<file path="config.mk">
export PLATFORM = sky130hd
export DESIGN_NAME = conv_window_gen
export DESIGN_NICKNAME = d
export VERILOG_FILES = /design/src/rtl/conv_window_gen_pkg.sv /design/src/rtl/conv_window_gen_lane_capture.sv /design/src/rtl/conv_window_gen.sv
export SDC_FILE = /design/constraint.sdc
export NUM_CORES = 1
export LEC_CHECK = 0
export ABC_CLOCK_PERIOD_IN_PS = 3000
export BUFFER_PORTS_ARGS = -buffer_cell sky130_fd_sc_hd__buf_2
export CAP_MARGIN = 5
export CORE_MARGIN = 5
export CORE_UTILIZATION = 35
export DETAILED_ROUTE_END_ITERATION = 10
export SYNTH_ARGS = -nofsm -noshare
export SYNTH_HDL_FRONTEND = slang
export SYNTH_HIERARCHICAL = 1
export SYNTH_SLANG_ARGS = --single-unit
</file>
<file path="constraint.sdc">
create_clock -name clk -period 3 [get_ports clk]
set_input_delay 0.3 -clock clk [delete_from_list [all_inputs] [get_ports clk]]
set_output_delay 0.3 -clock clk [all_outputs]
set_load 0.01 [all_outputs]
</file>
<file path="src/rtl/conv_window_gen_pkg.sv">
// Shared constants, state encoding and window bit-layout helper for the
// 3x3 convolution window generator.
package conv_window_gen_pkg;

    localparam int IMG_W   = 28;
    localparam int K       = 3;
    localparam int PIX_W   = 8;
    localparam int N_COL   = IMG_W - K + 1;
    localparam int TIMEOUT = 8;

    localparam int LANE_W  = K * PIX_W;
    localparam int WIN_W   = K * K * PIX_W;
    localparam int ADDR_W  = 7;
    localparam int COL_W   = 5;
    localparam int TMO_W   = 3;

    typedef logic [2:0] state_t;

    localparam state_t ST_IDLE  = 3'd0;
    localparam state_t ST_ISSUE = 3'd1;
    localparam state_t ST_WAIT  = 3'd2;
    localparam state_t ST_OUT   = 3'd3;
    localparam state_t ST_DONE  = 3'd4;

    localparam logic [COL_W-1:0] COL_LAST = COL_W'(N_COL - 1);
    localparam logic [TMO_W-1:0] TMO_LAST = TMO_W'(TIMEOUT - 1);

    // Bit offset of the pixel at window row r, column c.
    function automatic int win_offset(input int r, input int c);
        return PIX_W * (K * r + c);
    endfunction

endpackage

</file>
<file path="src/rtl/conv_window_gen_lane_capture.sv">
// One line-buffer lane: holds the most recent word returned for the current
// read request and a flag saying it has arrived.
module conv_window_gen_lane_capture
    import conv_window_gen_pkg::*;
(
    input  logic              clk,
    input  logic              rst,
    input  logic              clear,
    input  logic              load,
    input  logic [LANE_W-1:0] rd_data,
    output logic [LANE_W-1:0] data,
    output logic              captured
);

    logic [LANE_W-1:0] data_r;
    logic              flag_r;

    // Capture register: a new request drops the flag, an arriving word sets it.
    always_ff @(posedge clk or negedge rst) begin
        if (!rst) begin
            data_r <= '0;
            flag_r <= 1'b0;
        end else if (clear) begin
            data_r <= data_r;
            flag_r <= 1'b0;
        end else if (load) begin
            data_r <= rd_data;
            flag_r <= 1'b1;
        end else begin
            data_r <= data_r;
            flag_r <= flag_r;
        end
    end

    // Forward a word arriving this cycle so the window completes without an extra wait.
    always_comb begin
        data     = data_r;
        captured = flag_r;
        if (load) begin
            data     = rd_data;
            captured = 1'b1;
        end else begin
            data     = data_r;
            captured = flag_r;
        end
    end

endmodule

</file>
<file path="src/rtl/conv_window_gen.sv">
// Sweeps a shared read address across three line buffers, gathers the three
// returned lanes into a 3x3 window and hands each window to the MAC stage.
module conv_window_gen
    import conv_window_gen_pkg::*;
(
    input  logic              clk,
    input  logic              rst,
    input  logic              start,
    output logic              busy,
    output logic              row_done,
    output logic              err,
    output logic              lb_rd_en,
    output logic [ADDR_W-1:0] lb_rd_addr,
    input  logic [LANE_W-1:0] lb0_rd_data,
    input  logic [LANE_W-1:0] lb1_rd_data,
    input  logic [LANE_W-1:0] lb2_rd_data,
    input  logic              lb0_data_valid,
    input  logic              lb1_data_valid,
    input  logic              lb2_data_valid,
    output logic              win_valid,
    input  logic              win_ready,
    output logic [WIN_W-1:0]  win_data,
    output logic [COL_W-1:0]  win_col
);

    state_t            state_r, state_s;
    logic [COL_W-1:0]  col_r, col_s, col_inc_s;
    logic [TMO_W-1:0]  tmo_r, tmo_s;
    logic              busy_r, busy_s;
    logic              row_done_r, row_done_s;
    logic              err_r, err_s;
    logic              rd_en_r, rd_en_s;
    logic [ADDR_W-1:0] rd_addr_r, rd_addr_s;
    logic              win_valid_r, win_valid_s;
    logic [WIN_W-1:0]  win_data_r, win_data_s;
    logic [COL_W-1:0]  win_col_r, win_col_s;

    logic [LANE_W-1:0] lane_rd_data_s [K];
    logic [LANE_W-1:0] lane_data_s [K];
    logic [K-1:0]      lane_valid_s;
    logic [K-1:0]      lane_load_s;
    logic [K-1:0]      lane_captured_s;
    logic              lane_clear_s;
    logic              all_captured_s;
    logic [WIN_W-1:0]  window_s;

    assign lane_rd_data_s[0] = lb0_rd_data;
    assign lane_rd_data_s[1] = lb1_rd_data;
    assign lane_rd_data_s[2] = lb2_rd_data;
    assign lane_valid_s      = {lb2_data_valid, lb1_data_valid, lb0_data_valid};
    assign col_inc_s         = col_r + COL_W'(1);

    // Lanes are cleared when a request goes out and only listen while it is outstanding.
    always_comb begin
        lane_clear_s = (state_r == ST_ISSUE);
        if (state_r == ST_WAIT) begin
            lane_load_s = lane_valid_s;
        end else begin
            lane_load_s = '0;
        end
    end

    for (genvar g = 0; g < K; g++) begin : g_lane
        conv_window_gen_lane_capture u_lane_capture (
            .clk      (clk),
            .rst      (rst),
            .clear    (lane_clear_s),
            .load     (lane_load_s[g]),
            .rd_data  (lane_rd_data_s[g]),
            .data     (lane_data_s[g]),
            .captured (lane_captured_s[g])
        );
    end

    assign all_captured_s = &lane_captured_s;

    // Place each lane's pixels into their row/column slots of the window word.
    always_comb begin
        window_s = '0;
        for (int r = 0; r < K; r++) begin
            for (int c = 0; c < K; c++) begin
                window_s[win_offset(r, c) +: PIX_W] = lane_data_s[r][c*PIX_W +: PIX_W];
            end
        end
    end

    // State register.
    always_ff @(posedge clk or negedge rst) begin
        if (!rst) begin
            state_r <= ST_IDLE;
        end else begin
            state_r <= state_s;
        end
    end

    // Next-state decode: one request/collect/present loop per column.
    always_comb begin
        state_s = state_r;
        case (state_r)
            ST_IDLE: begin
                if (start) begin
                    state_s = ST_ISSUE;
                end else begin
                    state_s = ST_IDLE;
                end
            end
            ST_ISSUE: state_s = ST_WAIT;
            ST_WAIT: begin
                if (all_captured_s) begin
                    state_s = ST_OUT;
                end else if (tmo_r == TMO_LAST) begin
                    state_s = ST_ISSUE;
                end else begin
                    state_s = ST_WAIT;
                end
            end
            ST_OUT: begin
                if (!win_ready) begin
                    state_s = ST_OUT;
                end else if (col_r == COL_LAST) begin
                    state_s = ST_DONE;
                end else begin
                    state_s = ST_ISSUE;
                end
            end
            ST_DONE: state_s = ST_IDLE;
            default: state_s = ST_IDLE;
        endcase
    end

    // Next values of counters and registered outputs, computed ahead so every output is a flop.
    always_comb begin
        col_s       = col_r;
        tmo_s       = tmo_r;
        busy_s      = busy_r;
        row_done_s  = 1'b0;
        err_s       = err_r;
        rd_en_s     = 1'b0;
        rd_addr_s   = rd_addr_r;
        win_valid_s = win_valid_r;
        win_data_s  = win_data_r;
        win_col_s   = win_col_r;
        case (state_r)
            ST_IDLE: begin
                if (start) begin
                    col_s     = '0;
                    busy_s    = 1'b1;
                    rd_en_s   = 1'b1;
                    rd_addr_s = '0;
                end else begin
                    busy_s    = busy_r;
                end
            end
            ST_ISSUE: begin
                tmo_s = '0;
            end
            ST_WAIT: begin
                if (all_captured_s) begin
                    win_data_s  = window_s;
                    win_col_s   = col_r;
                    win_valid_s = 1'b1;
                end else if (tmo_r == TMO_LAST) begin
                    err_s     = 1'b1;
                    rd_en_s   = 1'b1;
                    rd_addr_s = {{(ADDR_W-COL_W){1'b0}}, col_r};
                end else begin
                    tmo_s = tmo_r + TMO_W'(1);
                end
            end
            ST_OUT: begin
                if (!win_ready) begin
                    win_valid_s = 1'b1;
                end else if (col_r == COL_LAST) begin
                    win_valid_s = 1'b0;
                    row_done_s  = 1'b1;
                end else begin
                    win_valid_s = 1'b0;
                    col_s       = col_inc_s;
                    rd_en_s     = 1'b1;
                    rd_addr_s   = {{(ADDR_W-COL_W){1'b0}}, col_inc_s};
                end
            end
            ST_DONE: begin
                busy_s = 1'b0;
            end
            default: begin
                busy_s      = 1'b0;
                win_valid_s = 1'b0;
            end
        endcase
    end

    // Datapath and output registers.
    always_ff @(posedge clk or negedge rst) begin
        if (!rst) begin
            col_r       <= '0;
            tmo_r       <= '0;
            busy_r      <= 1'b0;
            row_done_r  <= 1'b0;
            err_r       <= 1'b0;
            rd_en_r     <= 1'b0;
            rd_addr_r   <= '0;
            win_valid_r <= 1'b0;
            win_data_r  <= '0;
            win_col_r   <= '0;
        end else begin
            col_r       <= col_s;
            tmo_r       <= tmo_s;
            busy_r      <= busy_s;
            row_done_r  <= row_done_s;
            err_r       <= err_s;
            rd_en_r     <= rd_en_s;
            rd_addr_r   <= rd_addr_s;
            win_valid_r <= win_valid_s;
            win_data_r  <= win_data_s;
            win_col_r   <= win_col_s;
        end
    end

    assign busy       = busy_r;
    assign row_done   = row_done_r;
    assign err        = err_r;
    assign lb_rd_en   = rd_en_r;
    assign lb_rd_addr = rd_addr_r;
    assign win_valid  = win_valid_r;
    assign win_data   = win_data_r;
    assign win_col    = win_col_r;

endmodule

</file>
==> report_table.html <==
<table>
<tr><th>Metric</th><th>Value</th></tr>
<tr><th colspan="2">Status</th></tr>
<tr><td>Run status</td><td>finished clean</td></tr>
<tr><th colspan="2">Drt</th></tr>
<tr><td>Uppermost layer routed</td><td>met5</td></tr>
<tr><td>Post-route ant nets</td><td>0</td></tr>
<tr><td>Met3 WL</td><td>1250 um</td></tr>
<tr><td>Starting DRT DRC Count</td><td>181</td></tr>
<tr><td>Total via count after detailed routing</td><td>slightly below 5,000</td></tr>
<tr><td>Met1 wire length</td><td>7500 um</td></tr>
<tr><td>Detailed Routing Iterations Pass 1</td><td>4</td></tr>
<tr><td>Average wire per cell in the routed design</td><td>17.5 um</td></tr>
<tr><td>Amount of wire on met2 after detailed routing</td><td>8450 um</td></tr>
<tr><td>Remaining DRCs</td><td>0</td></tr>
<tr><td>Detailed-route vias per instance</td><td>roughly 4.8</td></tr>
<tr><td>Final wirelength</td><td>17,400 um</td></tr>
<tr><th colspan="2">Yosys</th></tr>
<tr><td>Top cells by area, synth</td><td>dfrtp_1 54%, mux2_2 23%, mux2_4 11%, buf_12 1.5%, buf_2 0.93%</td></tr>
<tr><td>Ranking of synthesized cells by instance count</td><td>173 x dfrtp_1, 166 x mux2_2, 60 x mux2_4</td></tr>
<tr><td>Average cell area after synthesis</td><td>15.2 sq um</td></tr>
<tr><td>Number of enable flip-flop cells after synthesis</td><td>0</td></tr>
<tr><td>Synth Instances</td><td>531</td></tr>
<tr><td>Commonest register cell after synthesis</td><td>dfrtp_1</td></tr>
<tr><td>Top cell type's share of synthesized area</td><td>0.537</td></tr>
<tr><td>Summed instance area of the synthesized netlist</td><td>8060 sq um</td></tr>
<tr><td>Post-synthesis cell type with the largest combined area</td><td>dfrtp_1</td></tr>
<tr><td>Cell with the most instances after synthesis</td><td>dfrtp_1</td></tr>
<tr><td>Sequential element share of the synthesized area</td><td>0.537</td></tr>
<tr><td>Cell variety after synth</td><td>42</td></tr>
<tr><td>Async set or reset register ratio after synthesis</td><td>1.00</td></tr>
<tr><td>Synth warn</td><td>6</td></tr>
<tr><td>Yosys reg bits</td><td>173</td></tr>
<tr><th colspan="2">Pwr</th></tr>
<tr><td>Pwr dens</td><td>1080 nW/um^2</td></tr>
<tr><td>Internal power</td><td>just over 7 mW</td></tr>
<tr><td>Combinational fraction of design power</td><td>0.397</td></tr>
<tr><td>Share of power burned in the clock network</td><td>0.221</td></tr>
<tr><td>Share of power burned in registers</td><td>0.382</td></tr>
<tr><td>Leakage dissipation</td><td>roughly 4.5 nW</td></tr>
<tr><td>Net switching power of the design</td><td>around 3.3 mW</td></tr>
<tr><td>Peak VDD IR</td><td>0.000427 V</td></tr>
<tr><td>Switching part of the total power</td><td>0.311</td></tr>
<tr><th colspan="2">STA</th></tr>
<tr><td>Worst relative slew slack</td><td>0.586</td></tr>
<tr><td>Setup repair after global routing missed its margin</td><td>no</td></tr>
<tr><td>Slew at the pin closest to its max-slew limit</td><td>between 0.6 and 0.7 ns</td></tr>
<tr><td>Number of hold violations in the final report</td><td>0</td></tr>
<tr><td>Setup violation total in the final timing report</td><td>0</td></tr>
<tr><td>Post-route worst setup slack</td><td>0.504 ns</td></tr>
<tr><td>Final setup skew</td><td>0.0150 ns</td></tr>
<tr><td>Final period util</td><td>0.832</td></tr>
<tr><td>Final-report max-slew violation count</td><td>0</td></tr>
<tr><td>Hold WS</td><td>roughly 0.12 ns</td></tr>
<tr><td>Total Neg Setup Slack</td><td>0 ns</td></tr>
<tr><td>Final critical-path required period</td><td>between 2 and 2.5 ns</td></tr>
<tr><td>Maximum clock rate</td><td>401 MHz</td></tr>
<tr><th colspan="2">Clock network</th></tr>
<tr><td>Clock root buffer</td><td>clkbuf_16</td></tr>
<tr><td>Clock Latency Late Sink</td><td>between 0.4 and 0.5 ns</td></tr>
<tr><td>TritonCTS clock tree</td><td>done</td></tr>
<tr><td>Clock Sink Count</td><td>173</td></tr>
<tr><td>CTS resizes</td><td>0</td></tr>
<tr><td>Clock edge transition at the registers on the reported setup and hold paths</td><td>0.08 ns</td></tr>
<tr><td>Clock buffers created by TritonCTS</td><td>17</td></tr>
<tr><td>Number of levels the H-tree was split into</td><td>4</td></tr>
<tr><td>CTS Buffer Depth</td><td>2</td></tr>
<tr><td>Number of setup buffers added after CTS</td><td>0</td></tr>
<tr><th colspan="2">Worst setup path</th></tr>
<tr><td>Nature of the critical path endpoint</td><td>register</td></tr>
<tr><td>Count of cells along the worst register-to-register path</td><td>7</td></tr>
<tr><td>Reg2Reg Setup Slack</td><td>0.50 ns</td></tr>
<tr><td>Worst reg2reg path startpoint</td><td>state_r[2]</td></tr>
<tr><td>Crit Path Category</td><td>reg -&gt; reg</td></tr>
<tr><td>Critical Path Source Type</td><td>register</td></tr>
<tr><td>Worst setup path endpoint</td><td>win_data[38]</td></tr>
<tr><td>Worst-path fanout max</td><td>78</td></tr>
<tr><td>Worst setup startpoint</td><td>state_r[2]</td></tr>
<tr><td>Critical Path RT</td><td>around 3.3 ns</td></tr>
<tr><td>End of the worst register-to-register path</td><td>win_data[38]</td></tr>
<tr><td>Worst path arrival time</td><td>~2.8 ns</td></tr>
<tr><th colspan="2">Final layout</th></tr>
<tr><td>Number of antenna repair diodes</td><td>0</td></tr>
<tr><td>Final core area utilization</td><td>0.429</td></tr>
<tr><td>Count of filler cells inserted in the layout</td><td>~2,100</td></tr>
<tr><td>Register Area</td><td>4330 sq um</td></tr>
<tr><td>Total area of multi-input combinational cells</td><td>around 3400 sq um</td></tr>
<tr><td>Area growth from synthesis to layout</td><td>20.6%</td></tr>
<tr><td>Share of post-route cells with drive strength above 1</td><td>0.630</td></tr>
<tr><td>Final design area excluding fillers</td><td>9720 sq um</td></tr>
<tr><td>Final nets</td><td>781</td></tr>
<tr><th colspan="2">Hold path</th></tr>
<tr><td>Hold/Removal Path Class</td><td>in -&gt; reg</td></tr>
<tr><th colspan="2">Placement</th></tr>
<tr><td>Worst-case setup slack after placement</td><td>0.515 ns</td></tr>
<tr><td>Final HPWL from detailed placement</td><td>11,800 um</td></tr>
<tr><td>Instance area after placement</td><td>9100 sq um</td></tr>
<tr><td>Gp weighted congestion</td><td>0.728</td></tr>
<tr><td>Number of buffers inserted by port buffering</td><td>165</td></tr>
<tr><th colspan="2">Global routing</th></tr>
<tr><td>Total routing resource utilization after global routing</td><td>0.136</td></tr>
<tr><td>Wire length of the first global-routing pass</td><td>28,800 um</td></tr>
<tr><td>Total gr overflow</td><td>0</td></tr>
<tr><td>Via count of the first global-routing pass</td><td>5,395</td></tr>
<tr><td>Number of antenna violations at the first check in global routing</td><td>3</td></tr>
<tr><td>Maximum number of pins on one net before global-route repair</td><td>79</td></tr>
<tr><th colspan="2">Die</th></tr>
<tr><td>Die outline width</td><td>~160 um</td></tr>
<tr><td>Initial standard-cell utilization of the core</td><td>0.356</td></tr>
<tr><td>Die Height</td><td>162 um</td></tr>
<tr><td>Area of the core</td><td>22,600 sq um</td></tr>
<tr><td>Number of placed I/O pins</td><td>168</td></tr>
<tr><td>Area of the die</td><td>~26,000 sq um</td></tr>
<tr><td>Site row count</td><td>55</td></tr>
<tr><th colspan="2">Job</th></tr>
<tr><td>Max-capacitance violation count</td><td>0</td></tr>
</table>
## power groups by stage
stage | clock (mW) | sequential, mW | combinational, mW
CTS | 2.39 | 4.01 | 4.24
global route | 2.48 | 4.14 | 4.53
finish | 2.31 | 3.99 | 4.15
detailed placement | 0 | 4.03 | 4.23
floorplan | 0 | 4.16 | 2.94
global placement | 0 | 3.97 | 4.08
## layout by cell type (no fill, tap or decap), types with 2 or more instances in the layout
cell type and instances:
ha_1 5, a31oi_1 2, o21bai_1 2, clkinvlp_4 3, or2_2 4, buf_4 9
o21ai_0 6, buf_2 164, o31ai_1 2, mux2_4 60, nand4_1 3, mux2_2 166
nor2_1 12, inv_1 8, nor2b_1 5, mux2i_1 4, conb_1 2, a21oi_1 3
inv_6 4, inv_8 2, xor2_1 3, nand2_1 11, and3_1 2, nor2b_4 3
clkbuf_16 17, nand3_1 5, clkinv_2 2, buf_12 4, and2_1 3, bufinv_16 3
dfrtp_1 173
## metrics by stage
stage,instances,power [mW]
after floorplan,532,7.10
after CTS,995,10.6
after global routing,995,11.1
final,995,10.5
after detailed placement,962,8.26
after global placement,962,8.05
## metal layers
| layer | up-vias | GRT usage |
|---|---|---|
| met2 | 120 | 0.228 |
| met3 | 19 | 0.0487 |
| met5 | - | 0 |
| met4 | 6 | 0.0365 |
| met1 | 2466 | 0.168 |
| li1 | 2206 | - |
## registers in the layout, indices dropped and copies added (netlist names), 3 cells and up
signal	count
win_data	72
win_col	5
g_lane.u_lane_capture/data_r	72
col_r	5
lb_rd_addr	5
g_lane.u_lane_capture/flag_r	3
state_r	3
tmo_r	3
## how the worst min path moves through the flow
| stage | depth (start not counted) | end | slack [ns] | startpoint |
|---|---|---|---|---|
| 5_1_grt | 2 | g_lane[1].u_lane_capture/data_r[8] | 0.10 | lb1_rd_data[8] |
| 6_report | 2 | g_lane[0].u_lane_capture/data_r[19] | 0.12 | lb0_rd_data[19] |
| 2_1_floorplan | 0 | busy | 0.004 | rst |
| 3_3_place_gp | 1 | g_lane[2].u_lane_capture/data_r[8] | 0.28 | rst |
| 3_5_place_dp | 1 | g_lane[2].u_lane_capture/data_r[8] | 0.29 | rst |
| 4_1_cts | 2 | g_lane[1].u_lane_capture/data_r[8] | 0.09 | lb1_rd_data[8] |
## what timing repair did
item	in CTS	in global routing
hold buffers	1	0
setup endpoints to repair	0	0
hold endpoints to repair	49	0
## cell type report
cell class / instances / share of cell area
multi-input cells: 318 / 0.350
clock inverters: 14 / 0.0185
repair buffers: 179 / 0.102
well taps: 285 / 0.0367
flip-flops and latches: 173 / 0.446
inverters: 8 / 0.00309
clock buffers: 18 / 0.0442
## cells by family (layout without fill, tap and decap cells)
| group | after synthesis | count (layout) | synth area share |
|---|---|---|---|
| muxes | 230 | 230 | 0.349 |
| AOI/OAI and AO/OA | 20 | 20 | 0.0168 |
| DFF | 173 | 173 | 0.537 |
| xor gates and xnor gates | 4 | 4 | 0.00435 |
| buffers and inverters | 41 | 219 | 0.0415 |
| other | 1 | 2 | 0.000466 |
| adders and majority gates | 5 | 5 | 0.00777 |
| and+or+nand+nor | 57 | 57 | 0.0429 |
## worst max-delay path: stages, from the launching register on
cell,delay [ns]
dfrtp_1,0.40
nor3b_4,0.34
and2_1,0.20
or2_2,0.13
nand3_1,0.20
nor3_4,0.26
buf_12,0.43
mux2_2,0.40
(Power assumes the default switching activity.)
